## src/rtl/flash_prog_seq.sv

```systemverilog
// Flash-ROM bus sequencer: turns one latched command into timed 29F040-class
// bus cycles (JEDEC unlock, program, sector erase, read/reset, DATA# polling).
module flash_prog_seq #(
   parameter int unsigned WE_CYC   = 3,
   parameter int unsigned RD_CYC   = 4,
   parameter logic [23:0] POLL_MAX = 24'hFFFFFF
) (
   input  logic        fclk,
   input  logic        rst,
   input  logic        cmd_valid,
   input  logic [1:0]  cmd_op,
   input  logic [18:0] cmd_addr,
   input  logic [7:0]  cmd_data,
   output logic        busy,
   output logic        done,
   output logic        err,
   output logic [7:0]  rd_data,
   output logic [18:0] flash_a,
   output logic [7:0]  flash_dout,
   output logic        flash_doe,
   input  logic [7:0]  flash_din,
   output logic        flash_cs,
   output logic        flash_oe,
   output logic        flash_we
);

   typedef enum logic [2:0] {
      S_IDLE, S_START, S_WR_SETUP, S_WR_PULSE, S_WR_HOLD, S_RD_ACC, S_GAP
   } state_t;

   typedef enum logic [2:0] {
      PH_WR, PH_POLL, PH_XTRA, PH_RD, PH_RST, PH_END
   } phase_t;

   localparam logic [1:0]  OP_RD    = 2'b00;
   localparam logic [1:0]  OP_PROG  = 2'b01;
   localparam logic [1:0]  OP_RESET = 2'b11;
   localparam logic [18:0] A_555    = 19'h00555;
   localparam logic [18:0] A_2AA    = 19'h002AA;

   state_t      state_q, state_d;
   phase_t      phase_q, phase_d;
   logic [2:0]  step_q, step_d;
   logic [7:0]  cnt_q, cnt_d;
   logic [23:0] poll_cnt_q, poll_cnt_d, poll_inc;
   logic [1:0]  op_q, op_d;
   logic [18:0] caddr_q, caddr_d, addr_q, addr_d, cur_a;
   logic [7:0]  cdata_q, cdata_d, dout_q, dout_d, cur_dat, rd_data_q, rd_data_d;
   logic        cur_rd, exp_dq7;
   logic [2:0]  last_step;
   logic        err_q, err_d, done_q, done_d, busy_q, busy_d;
   logic        cs_q, cs_d, oe_q, oe_d, we_q, we_d, doe_q, doe_d;

   function automatic logic [23:0] sat_inc(input logic [23:0] v);
      return (v == POLL_MAX) ? v : v + 24'd1;
   endfunction

   // Bus operation implied by the current phase/step of the sequence
   always_comb begin
      cur_rd  = 1'b0;
      cur_a   = caddr_q;
      cur_dat = 8'hF0;
      case (phase_q)
         PH_WR: begin
            if (op_q == OP_PROG && step_q == 3'd3) begin
               cur_dat = cdata_q;
            end else begin
               case (step_q)
                  3'd0:    begin cur_a = A_555; cur_dat = 8'hAA; end
                  3'd1:    begin cur_a = A_2AA; cur_dat = 8'h55; end
                  3'd2:    begin cur_a = A_555; cur_dat = (op_q == OP_PROG) ? 8'hA0 : 8'h80; end
                  3'd3:    begin cur_a = A_555; cur_dat = 8'hAA; end
                  3'd4:    begin cur_a = A_2AA; cur_dat = 8'h55; end
                  default: cur_dat = 8'h30;
               endcase
            end
         end
         PH_POLL, PH_XTRA, PH_RD: cur_rd = 1'b1;
         default: ;
      endcase
   end

   assign last_step = (op_q == OP_PROG) ? 3'd3 : 3'd5;
   assign exp_dq7   = (op_q == OP_PROG) ? cdata_q[7] : 1'b1;
   assign poll_inc  = sat_inc(poll_cnt_q);

   always_comb begin
      state_d    = state_q;
      phase_d    = phase_q;
      step_d     = step_q;
      cnt_d      = cnt_q;
      poll_cnt_d = poll_cnt_q;
      op_d       = op_q;
      caddr_d    = caddr_q;
      cdata_d    = cdata_q;
      addr_d     = addr_q;
      dout_d     = dout_q;
      rd_data_d  = rd_data_q;
      err_d      = err_q;
      done_d     = 1'b0;
      case (state_q)
         S_IDLE: begin
            if (cmd_valid) begin
               op_d       = cmd_op;
               caddr_d    = cmd_addr;
               cdata_d    = cmd_data;
               step_d     = 3'd0;
               poll_cnt_d = 24'd0;
               err_d      = 1'b0;
               state_d    = S_START;
               case (cmd_op)
                  OP_RD:    phase_d = PH_RD;
                  OP_RESET: phase_d = PH_RST;
                  default:  phase_d = PH_WR;
               endcase
            end
         end
         S_START, S_GAP: begin
            if (phase_q == PH_END) begin
               state_d = S_IDLE;
               done_d  = 1'b1;
            end else if (cur_rd) begin
               state_d = S_RD_ACC;
               addr_d  = cur_a;
               cnt_d   = 8'd0;
            end else begin
               state_d = S_WR_SETUP;
               addr_d  = cur_a;
               dout_d  = cur_dat;
            end
         end
         S_WR_SETUP: begin
            state_d = S_WR_PULSE;
            cnt_d   = 8'd0;
         end
         S_WR_PULSE: begin
            if (cnt_q == 8'(WE_CYC - 1)) state_d = S_WR_HOLD;
            else                         cnt_d   = cnt_q + 8'd1;
         end
         S_WR_HOLD: begin
            state_d = S_GAP;
            if (phase_q == PH_WR) begin
               if (step_q == last_step) phase_d = PH_POLL;
               else                     step_d  = step_q + 3'd1;
            end else begin
               phase_d = PH_END;
            end
         end
         S_RD_ACC: begin
            if (cnt_q == 8'(RD_CYC - 1)) begin
               state_d = S_GAP;
               if (phase_q == PH_RD) begin
                  rd_data_d = flash_din;
                  phase_d   = PH_END;
               end else if (flash_din[7] == exp_dq7) begin
                  rd_data_d = flash_din;
                  err_d     = 1'b0;
                  phase_d   = PH_END;
               end else if (phase_q == PH_XTRA) begin
                  err_d   = 1'b1;
                  phase_d = PH_RST;
               end else begin
                  poll_cnt_d = poll_inc;
                  if (flash_din[5]) begin
                     phase_d = PH_XTRA;
                  end else if (poll_inc == POLL_MAX) begin
                     err_d   = 1'b1;
                     phase_d = PH_RST;
                  end
               end
            end else begin
               cnt_d = cnt_q + 8'd1;
            end
         end
         default: state_d = S_IDLE;
      endcase
   end

   // Pin strobes are registered from the next state so they never glitch
   always_comb begin
      busy_d = (state_d != S_IDLE);
      we_d   = (state_d == S_WR_PULSE);
      doe_d  = (state_d == S_WR_SETUP) || (state_d == S_WR_PULSE) || (state_d == S_WR_HOLD);
      oe_d   = (state_d == S_RD_ACC);
      cs_d   = doe_d || oe_d;
   end

   always_ff @(posedge fclk or posedge rst) begin
      if (rst) begin
         state_q    <= S_IDLE;
         phase_q    <= PH_END;
         step_q     <= 3'd0;
         cnt_q      <= 8'd0;
         poll_cnt_q <= 24'd0;
         addr_q     <= 19'd0;
         dout_q     <= 8'd0;
         rd_data_q  <= 8'hFF;
         err_q      <= 1'b0;
         done_q     <= 1'b0;
         busy_q     <= 1'b0;
         cs_q       <= 1'b0;
         oe_q       <= 1'b0;
         we_q       <= 1'b0;
         doe_q      <= 1'b0;
      end else begin
         state_q    <= state_d;
         phase_q    <= phase_d;
         step_q     <= step_d;
         cnt_q      <= cnt_d;
         poll_cnt_q <= poll_cnt_d;
         addr_q     <= addr_d;
         dout_q     <= dout_d;
         rd_data_q  <= rd_data_d;
         err_q      <= err_d;
         done_q     <= done_d;
         busy_q     <= busy_d;
         cs_q       <= cs_d;
         oe_q       <= oe_d;
         we_q       <= we_d;
         doe_q      <= doe_d;
      end
   end

   always_ff @(posedge fclk) begin
      op_q    <= op_d;
      caddr_q <= caddr_d;
      cdata_q <= cdata_d;
   end

   assign busy       = busy_q;
   assign done       = done_q;
   assign err        = err_q;
   assign rd_data    = rd_data_q;
   assign flash_a    = addr_q;
   assign flash_dout = dout_q;
   assign flash_doe  = doe_q;
   assign flash_cs   = cs_q;
   assign flash_oe   = oe_q;
   assign flash_we   = we_q;

endmodule

```

## config.mk

```make
export PLATFORM = sky130hd
export DESIGN_NAME = flash_prog_seq
export DESIGN_NICKNAME = d
export VERILOG_FILES = /design/src/rtl/flash_prog_seq.sv
export SDC_FILE = /design/constraint.sdc
export NUM_CORES = 1
export LEC_CHECK = 0
export BUFFER_PORTS_ARGS = -buffer_cell sky130_fd_sc_hd__buf_2
export CAP_MARGIN = 10
export CORE_ASPECT_RATIO = 0.75
export CORE_MARGIN = 8
export CORE_UTILIZATION = 61
export CTS_CLUSTER_SIZE = 25
export DETAILED_ROUTE_END_ITERATION = 7
export PLACE_DENSITY = 0.91
export SLEW_MARGIN = 25
export SYNTH_ARGS = -nofsm -noshare
export SYNTH_HDL_FRONTEND = slang
export SYNTH_SLANG_ARGS = --single-unit
```

## constraint.sdc

```tcl
create_clock -name fclk -period 5.07 [get_ports fclk]
set_input_delay 0.2535 -clock fclk [delete_from_list [all_inputs] [get_ports fclk]]
set_output_delay 0.2535 -clock fclk [all_outputs]
set_load 0.03 [all_outputs]
```

==> results.md <==
- Status: completed
- Number of setup buffers added after CTS: 0
- Placed insts: slightly above 700
- Number of synthesized flops with an enable pin: 29
- Seq/Total Area, Yosys: 0.531
- R2r startpoint: poll_cnt_q[0]
- GRT busiest layer: met2
- Htree depth: 3
- Met2 global-route usage: 0.355
- Ys async rst share: 0.741
- Crit path max-delay family: simple AND/OR/NAND/NOR gates
- Fmax: ~280 MHz
- Gr usage total: 0.242
- # DRC: 0
- YS warnings: 0
- Lkg Pwr: ~0.0026 uW
- Worst-Skew Late Latency: ~0.35 ns
- Setup CP Type: flop to flop
- Clock root buffer: clkbuf_16
- Core footprint: between 0.008 and 0.009 sq mm
- Initial antenna violation count: 0
- M1 GR Usage: 0.332
- Max stage delay on crit path: 0.60 ns
- Die H: ~100 um
- Post-layout min period: about 3.6 ns
- Final-report hold violation count: 0
- Ys flop type: dfrtp_1
- Vias: ~4700
- TritonCTS Buffers: 9
- Number of clock sinks: around 110
- CP max stage cell: or4_1
- Post-DRT Antenna Nets: 0
- R2R setup slack: 1.50 ns
- Antenna cell count: 0
- CTS max path bufs: 2
- Area Overhead vs Synth: 13.0%
- DRT Pass-1 Iters: 5
- Final setup TNS: 0 ns
- Maxcap violations: 0
- Peak VDD IR: about 0.24 mV
- Slew Limit Fails: 0
- Worst r2r path cells: 8
- Setup violations, final: 0
- Crit path max fanout: 18
- Vias per Instance: 6.47
- RePlAce Congestion: a little under 1
- Hold-fix buffers, CTS: 0
- Crit path to: phase_q[1]
- Layout Cells excl Fill: 727
- Die footprint: around 0.012 sq mm
- Critical Path RT: 5.31 ns
- WL/cell: about 20 um
- Clk_skew: 0.00549 ns
- Largest net degree at the start of global routing: 84
- I/O pins: 82
- Post-CTS sizing: 0
- Detailed Place HPWL: between 10000 and 15000 um
- Syn_nets: slightly below 600
- Layout cells sized above 1: 0.226
- Port Buf Inserts: 81
- Most common cell after layout, fill and taps aside: buf_2
- Crit path DAT: 3.81 ns
- Global-route wire length before repair: around 24000 um
- Worst Tran Pin Value: 0.962 ns
- Distinct cells, synth: 66
- Crit end category: flop
- Cell Chain, Critical Path: ha_1 -> nand2_1 -> or4_1 -> or2_1 -> a2111oi_2 -> and4_4 -> o31a_4 -> mux2_4
- RSZ-0062 raised after global routing: false
- Synth Instances: between 500 and 600
- First DRT Iteration DRCs: roughly 490
- Clk pin slew, worst setup/hold paths: ~0.080 ns
- Final wirelength: 14900 um
- Remaining Overflow, GRT: 0
- Mapped Area: 0.00558 sq mm
- # rows: 30
- Synth Register Bits: 112
- Met3 Use GR: 0.0674
- Vias in the first global route: ~4500
- Initial Utilization: 0.622
- CP Launch Point: poll_cnt_q[0]
- RR Endpoint: phase_q[1]
- PD cells: around 500 mW/mm^2
- Die Wd: roughly 130 um
- Relative slew margins: 0.359
- Part of the cycle the worst path needs: 0.704
- Mapped Avg Cell Area: a little over 10 sq um
- Critical path depth: 8
- Critical path launch point type: flop
- Commonest non-fill, non-tap cells in the layout: buf_2 (81), dfrtp_1 (73), nor2_1 (51)
- Critical path buffer and inverter count: 0
- CTS tree: done
- Worst Hold Class: input port to flop
- Final net count: between 600 and 700
[cell families (layout without fill, tap and decap cells)]
logic type	Yosys count	count (layout)	synth area share
fa+ha+maj	8	8	0.0179
mux	13	13	0.0278
compound gates	151	151	0.181
simple gates	211	211	0.195
buf+inv	39	109	0.0298
flops	112	112	0.531
xor+xnor	11	11	0.0173
[Yosys cell counts (10+ instances only)]
master	number	share of area
nand3_1	20	0.018
nor2_1	51	0.034
inv_1	10	0.0067
a21oi_1	26	0.023
edfxtp_1	29	0.16
nor3_1	13	0.012
o31ai_1	14	0.019
nand2_1	48	0.032
dfrtp_1	73	0.33
a31oi_1	15	0.017
nor2b_1	15	0.017
dfstp_2	10	0.047
o21ai_0	45	0.040
clkbuf_1	20	0.013
[worst min-delay path by stage]
| stage | startpoint | endpoint | slack (ns) | cells after the start |
|---|---|---|---|---|
| after floorplan | cmd_addr[0] | caddr_q[0] | 0.35 | 0 |
| after detailed placement | cmd_data[1] | cdata_q[1] | 0.43 | 1 |
| final | cmd_data[1] | cdata_q[1] | 0.07 | 1 |
| after CTS | cmd_data[1] | cdata_q[1] | 0.06 | 1 |
| after global routing | cmd_addr[14] | caddr_q[14] | 0.06 | 1 |
| after global placement | cmd_data[2] | cdata_q[2] | 0.43 | 1 |
[layer usage]
layer  vias to the layer above  part of all wire
met4                         0             0.021
met3                        33             0.094
met2                       263              0.46
li1                       2146                 -
met5                         -                 0
met1                      2264              0.43
[per-stage QoR]
step / util / cell area, sq um / worst slack (ns) / hold slack (ns) / power, uW
after floorplan: - / 5580 / 2.21 / 0.352 / 2130
after global placement: 0.670 / 6010 / 1.58 / 0.430 / 2400
after detailed placement: 0.670 / 6010 / 1.59 / 0.432 / 2460
after CTS: 0.702 / 6300 / 1.58 / 0.0621 / 3160
after global routing: 0.702 / 6300 / 1.35 / 0.0555 / 3340
final: 0.702 / 6300 / 1.50 / 0.0676 / 3170
[worst reg2reg max path: cells and delay by family (launching register included)]
| kind | cells | cell delay, ns |
|---|---|---|
| flip-flops | 1 | 0.53 |
| AND/OR/NAND/NOR | 4 | 1.60 |
| AO/OA/AOI/OAI | 2 | 0.57 |
| adder cells (fa/ha/maj) | 1 | 0.47 |
| multiplexers | 1 | 0.30 |
[layout make-up]
class                   count  area [sq um]
clock inverters             6          57.6
repair buffers             83           424
flip-flops and latches    112          2960
multi-input cells         394          2450
inverters                  10          38.8
clock buffers              10           229
fillers                   614          2670
well taps                 112           140
[power by group]
group,internal [uW],switching (uW)
Sequential,1130,146
Clock,347,349
Combinational,389,807
Total,1870,1300
[flip-flops by register name (all words and copies together), names as in the netlist, 2 cells and up]
signal and flops:
cnt_q 8, flash_a 19, flash_dout 8, poll_cnt_q 24, caddr_q 19, step_q 3
op_q 2, rd_data 8, phase_q 3, state_q 3, cdata_q 8
Note: power is estimated with default switching activity, not from simulation.
